**src/rtl/smvm_scheduler.sv**
```systemverilog
// smvm_scheduler: packs a stream of COO nonzeros into LANES-wide beats for the
// sparse-matrix/vector multiplier and sequences one matrix pass
// (IDLE -> FILL -> DRAIN -> FIN).
// Optional feature: define SMVM_ROW_CHECK_EN to drop nonzeros whose row index
// falls outside the accumulator (in_row >= NUM_ROWS) and flag them on err_row.
module smvm_scheduler #(
    parameter int LANES    = 4,
    parameter int NUM_ROWS = 128
) (
    input  logic                   clk,
    input  logic                   rst,
    input  logic                   start,
    input  logic                   abort,
    input  logic                   in_valid,
    output logic                   in_ready,
    input  logic [31:0]            in_value,
    input  logic [31:0]            in_row,
    input  logic [31:0]            in_col,
    input  logic                   in_last,
    output logic [LANES-1:0][31:0] values,
    output logic [LANES-1:0][31:0] row_id,
    output logic [LANES-1:0][31:0] col_id,
    output logic                   rdy,
    input  logic                   mult_done,
    output logic                   busy,
    output logic                   done,
    output logic [31:0]            nnz_count,
    output logic [31:0]            beat_count,
    output logic                   err_row
);

    localparam int DATA_W = 32;
    localparam int IDX_W  = (LANES > 1) ? $clog2(LANES) : 1;
    localparam logic [IDX_W-1:0] LAST_LANE = IDX_W'(LANES - 1);

    typedef enum logic [1:0] {
        IDLE  = 2'd0,
        FILL  = 2'd1,
        DRAIN = 2'd2,
        FIN   = 2'd3
    } state_t;

    state_t state;

    // Staging register: lanes collected so far for the beat under construction.
    logic [LANES-1:0][DATA_W-1:0] stage_val_p0;
    logic [LANES-1:0][DATA_W-1:0] stage_row_p0;
    logic [LANES-1:0][DATA_W-1:0] stage_col_p0;
    logic [IDX_W-1:0]             lane_idx_p0;

    // Staging contents with the nonzero accepted this cycle merged in.
    logic [LANES-1:0][DATA_W-1:0] merge_val;
    logic [LANES-1:0][DATA_W-1:0] merge_row;
    logic [LANES-1:0][DATA_W-1:0] merge_col;

    logic hs;
    logic row_ok;
    logic place;
    logic issue;

`ifdef SMVM_ROW_CHECK_EN
    function automatic logic row_in_range(input logic [DATA_W-1:0] r);
        return (r < DATA_W'(NUM_ROWS));
    endfunction
`endif

    // Handshake qualification and the decision to emit a beat this cycle.
    always_comb begin
        hs = in_valid & in_ready;
`ifdef SMVM_ROW_CHECK_EN
        row_ok = row_in_range(in_row);
`else
        row_ok = 1'b1;
`endif
        place = hs & row_ok;
        // A full lane set or the last nonzero closes the beat; a rejected last
        // nonzero still flushes whatever is already staged.
        issue = (place && ((lane_idx_p0 == LAST_LANE) || in_last)) ||
                (hs && !row_ok && in_last && (lane_idx_p0 != '0));
    end

    // Merge the incoming nonzero into its lane; untouched lanes keep staged (or zero) data.
    always_comb begin
        merge_val = stage_val_p0;
        merge_row = stage_row_p0;
        merge_col = stage_col_p0;
        if (place) begin
            merge_val[lane_idx_p0] = in_value;
            merge_row[lane_idx_p0] = in_row;
            merge_col[lane_idx_p0] = in_col;
        end
    end

    // Pass-control FSM with registered outputs, staging, beat output and counters.
    always_ff @(posedge clk or posedge rst) begin
        if (rst) begin
            state        <= IDLE;
            in_ready     <= 1'b0;
            busy         <= 1'b0;
            done         <= 1'b0;
            rdy          <= 1'b0;
            nnz_count    <= '0;
            beat_count   <= '0;
            values       <= '0;
            row_id       <= '0;
            col_id       <= '0;
            stage_val_p0 <= '0;
            stage_row_p0 <= '0;
            stage_col_p0 <= '0;
            lane_idx_p0  <= '0;
`ifdef SMVM_ROW_CHECK_EN
            err_row      <= 1'b0;
`endif
        end else begin
            rdy  <= 1'b0;
            done <= 1'b0;
            if (abort) begin
                // Cancel: drop the partial beat, keep counters and err_row for inspection.
                state        <= IDLE;
                in_ready     <= 1'b0;
                busy         <= 1'b0;
                stage_val_p0 <= '0;
                stage_row_p0 <= '0;
                stage_col_p0 <= '0;
                lane_idx_p0  <= '0;
            end else begin
                case (state)
                    IDLE: begin
                        if (start) begin
                            state        <= FILL;
                            in_ready     <= 1'b1;
                            busy         <= 1'b1;
                            nnz_count    <= '0;
                            beat_count   <= '0;
                            stage_val_p0 <= '0;
                            stage_row_p0 <= '0;
                            stage_col_p0 <= '0;
                            lane_idx_p0  <= '0;
`ifdef SMVM_ROW_CHECK_EN
                            err_row      <= 1'b0;
`endif
                        end
                    end
                    FILL: begin
                        if (place) begin
                            nnz_count <= nnz_count + 32'd1;
                        end
                        if (issue) begin
                            values       <= merge_val;
                            row_id       <= merge_row;
                            col_id       <= merge_col;
                            rdy          <= 1'b1;
                            beat_count   <= beat_count + 32'd1;
                            stage_val_p0 <= '0;
                            stage_row_p0 <= '0;
                            stage_col_p0 <= '0;
                            lane_idx_p0  <= '0;
                        end else if (place) begin
                            stage_val_p0 <= merge_val;
                            stage_row_p0 <= merge_row;
                            stage_col_p0 <= merge_col;
                            lane_idx_p0  <= lane_idx_p0 + 1'b1;
                        end
`ifdef SMVM_ROW_CHECK_EN
                        if (hs && !row_ok) begin
                            err_row <= 1'b1;
                        end
`endif
                        if (hs && in_last) begin
                            state    <= DRAIN;
                            in_ready <= 1'b0;
                        end
                    end
                    DRAIN: begin
                        // The multiplier cannot have finished the final beat while it is still on the bus.
                        if (mult_done && !rdy) begin
                            state <= FIN;
                            done  <= 1'b1;
                        end
                    end
                    FIN: begin
                        state <= IDLE;
                        busy  <= 1'b0;
                    end
                    default: begin
                        state <= IDLE;
                    end
                endcase
            end
        end
    end

`ifndef SMVM_ROW_CHECK_EN
    assign err_row = 1'b0;
`endif

endmodule

```
**config.mk**
```make
export PLATFORM = sky130hd
export DESIGN_NAME = smvm_scheduler
export DESIGN_NICKNAME = d
export VERILOG_FILES = /design/src/rtl/smvm_scheduler.sv
export SDC_FILE = /design/constraint.sdc
export NUM_CORES = 2
export LEC_CHECK = 0
export CORE_MARGIN = 4
export CORE_UTILIZATION = 45
export CTS_CLUSTER_SIZE = 40
export DETAILED_ROUTE_END_ITERATION = 12
export HOLD_SLACK_MARGIN = 0.03
export PLACE_DENSITY = 0.76
export SYNTH_ARGS = -nofsm -noshare
export SYNTH_HDL_FRONTEND = slang
export SYNTH_SLANG_ARGS = --single-unit
```
**constraint.sdc**
```tcl
create_clock -name clk -period 79.7 [get_ports clk]
set_input_delay 15.94 -clock clk [delete_from_list [all_inputs] [get_ports clk]]
set_output_delay 15.94 -clock clk [all_outputs]
set_load 0.05 [all_outputs]
```
==> flow_summary.json <==
{
  "status": "complete, no violations",
  "dp_slack_ns": 58.35,
  "core.rowCount": 101,
  "finalWorstSetupSlack_ns": 58.90,
  "synth_enable_flop_cells": 0,
  "final_core_utilization_pct": 57.6,
  "routed_wl_um": 101000,
  "synth_area_mm2": 0.0345,
  "placed_cell_area_mm2": 0.0409,
  "wl_per_cell_um": 22.3,
  "fin_crit_ns": 20.80,
  "slew_headroom_pct": 18.2,
  "layout.cells.non_filler": 4516,
  "leakagePower_nw": 20.6,
  "synth_warnings": 0,
  "setup_violations": 0,
  "ys.flop_type": "dfrtp_1",
  "num_io_pins": 556,
  "ys_seq_area_share_pct": 60.8,
  "drive_above_1_share_pct": 5.65,
  "regArea_mm2": 0.0210,
  "rsz0062_at_grt": "false",
  "dpl.hpwl_um": 62700,
  "cts_buffer_depth": 3,
  "htreeDepth": 3,
  "drtIter0Drc": 1947,
  "slew_violations": 0,
  "worstSetupEndpointType": "register",
  "grt_pass1_wl_um": 157000,
  "holdWs_ns": 0.475,
  "drv_cap": 0,
  "die_area_mm2": 0.0813,
  "worst-slew-pin-transition_ns": 1.22,
  "grtUsageTotal_pct": 24.4,
  "cts_tree": "done",
  "die_h_um": 285,
  "ys_top_cells_by_area": "dfrtp_1 61%, mux2i_1 12%, a22o_1 7.4%",
  "start_kind": "primary input",
  "design_area_mm2": 0.0438,
  "insertion_delay_ns": 0.64,
  "async_reset_ff_share_pct": 100,
  "clock-sinks": 840,
  "gr-total-overflow": 0,
  "vias_per_cell": 5.62,
  "arrival_ns": 21.24,
  "max-vdd-ir-drop_v": 0.0000156,
  "multi_input_area_mm2": 0.0127,
  "yosysUniqueCellTypes": 48,
  "vias": 25400,
  "cts_resized": 0,
  "die_w_um": 285,
  "crit_fanout": 116,
  "post_cts_buffers": 0,
  "drc": 0,
  "area_growth_pct": 26.9,
  "root_buffer": "clkbuf_16",
  "min_path_type": "reg -> reg",
  "grt_pass1_vias": 25600,
  "worstSetupPathType": "in -> reg",
  "dp.cells": 4355,
  "syn_avg_cell_area_um2": 11.6,
  "cts_made_buffers": 87,
  "grt_max_degree": 224,
  "syn_nets": 3084,
  "fin_nets": 3528,
  "synth.top_cell.area_share_pct": 60.8,
  "min_period_over_period_pct": 26.1,
  "syn_inst": 2970,
  "layout_commonest_cell": "dfrtp_1",
  "port_buffers": 554,
  "dr.pass1.iters": 7,
  "hold_violations": 0,
  "clk_pin_slew_ns": 0.06,
  "layout_common_cells": "840 x dfrtp_1, 554 x clkdlybuf4s50_1, 429 x nand2_1, 402 x o21ai_0, 398 x mux2i_1",
  "design.core.area_mm2": 0.0761,
  "finalSetupTns_ns": 0,
  "totalPowerFinal_uw": 988,
  "antenna_left": 0,
  "powerDensity_mw_per_mm2": 22.5,
  "synth_largest_area_cell": "dfrtp_1",
  "finalClockSkew_ns": 0.0326,
  "initial_core_util_pct": 45.4,
  "antenna_found_initial": 4,
  "fmax_mhz": 48.1,
  "ys_ff_latch": 840,
  "place_congestion": 0.805,
  "hold_buffers": 0,
  "cp_data_required_time_ns": 80.15,
  "fillCellCount": 6250
}
[synth_stat cells, drive strengths merged (2+ instances only)]
master,n
or4,32
nand2b,12
nor2,17
mux2i,398
buf,77
nor4,10
nand4,18
xor2,3
nand4b,3
clkbuf,155
nand2,429
o21ai,406
nor4b,2
or2,2
and4,9
dfrtp,840
o31ai,29
nor2b,94
nand3,19
or3,17
nor3b,2
o41ai,2
a22o,291
nor3,3
inv,14
a21oi,46
and2,4
xnor2,4
ha,11
and3,9
[registers in the layout (all words and copies together) (netlist names)]
name,flops
col_id,128
row_id,128
stage_col_p0,128
stage_row_p0,128
stage_val_p0,128
values,128
beat_count,32
nnz_count,32
lane_idx_p0,2
state,2
busy,1
done,1
in_ready,1
rdy,1
[worst max-delay path, stage by stage]
cell and delay, ns:
clkdlybuf4s50_1 0.92, and4b_1 0.32, o21ai_4 0.38, buf_4 0.71, buf_4 0.86, buf_4 0.89
buf_4 0.73, o21ai_0 0.22
[logic make-up after synthesis]
group,synth area share (%)
other,0.0109
buffers and inverters,2.85
xor gates and xnor gates,0.177
and+or+nand+nor,9.34
adders and majority gates,0.398
AOI/OAI and AO/OA,14.8
DFF,60.8
muxes,11.5
[path summary, 6_finish.rpt]
| check | from | to | slack, ns | cells after the start |
|---|---|---|---|---|
| min in group asynchronous | rst | col_id[72] | 15.86 | 2 |
| min | col_id[51] | col_id[51] | 0.48 | 2 |
| max in group asynchronous | rst | stage_row_p0[78] | 60.51 | 5 |
| max reg2reg | lane_idx_p0[0] | row_id[106] | 74.26 | 7 |
| min reg2reg | col_id[51] | col_id[51] | 0.48 | 2 |
| max | abort | row_id[106] | 58.90 | 8 |
[layer usage]
metal | up-vias | GRT usage (%) | share of wire (%)
li1 | 11500 | - | -
met1 | 12900 | 34.1 | 43
met2 | 841 | 38.9 | 47
met3 | 188 | 3.88 | 5.6
met4 | 4 | 8.91 | 3.6
met5 | - | 0 | 0.019
[where the power goes]
part	internal (mW)	switching, mW	total [mW]
Sequential	0.433	0.00696	0.440
Combinational	0.0336	0.0974	0.131
Clock	0.241	0.176	0.417
Total	0.707	0.280	0.988
[final cells by class]
class | count | area share [%]
Antenna cell | 2 | 0.0114
Clock buffer | 124 | 5.79
Clock inverter | 35 | 0.979
Inverter | 14 | 0.137
Multi-Input combinational cell | 1884 | 28.9
Sequential cell | 840 | 47.9
Tap cell | 1030 | 2.94
Timing Repair Buffer | 587 | 13.3
Note: power is estimated with default switching activity, not from simulation.
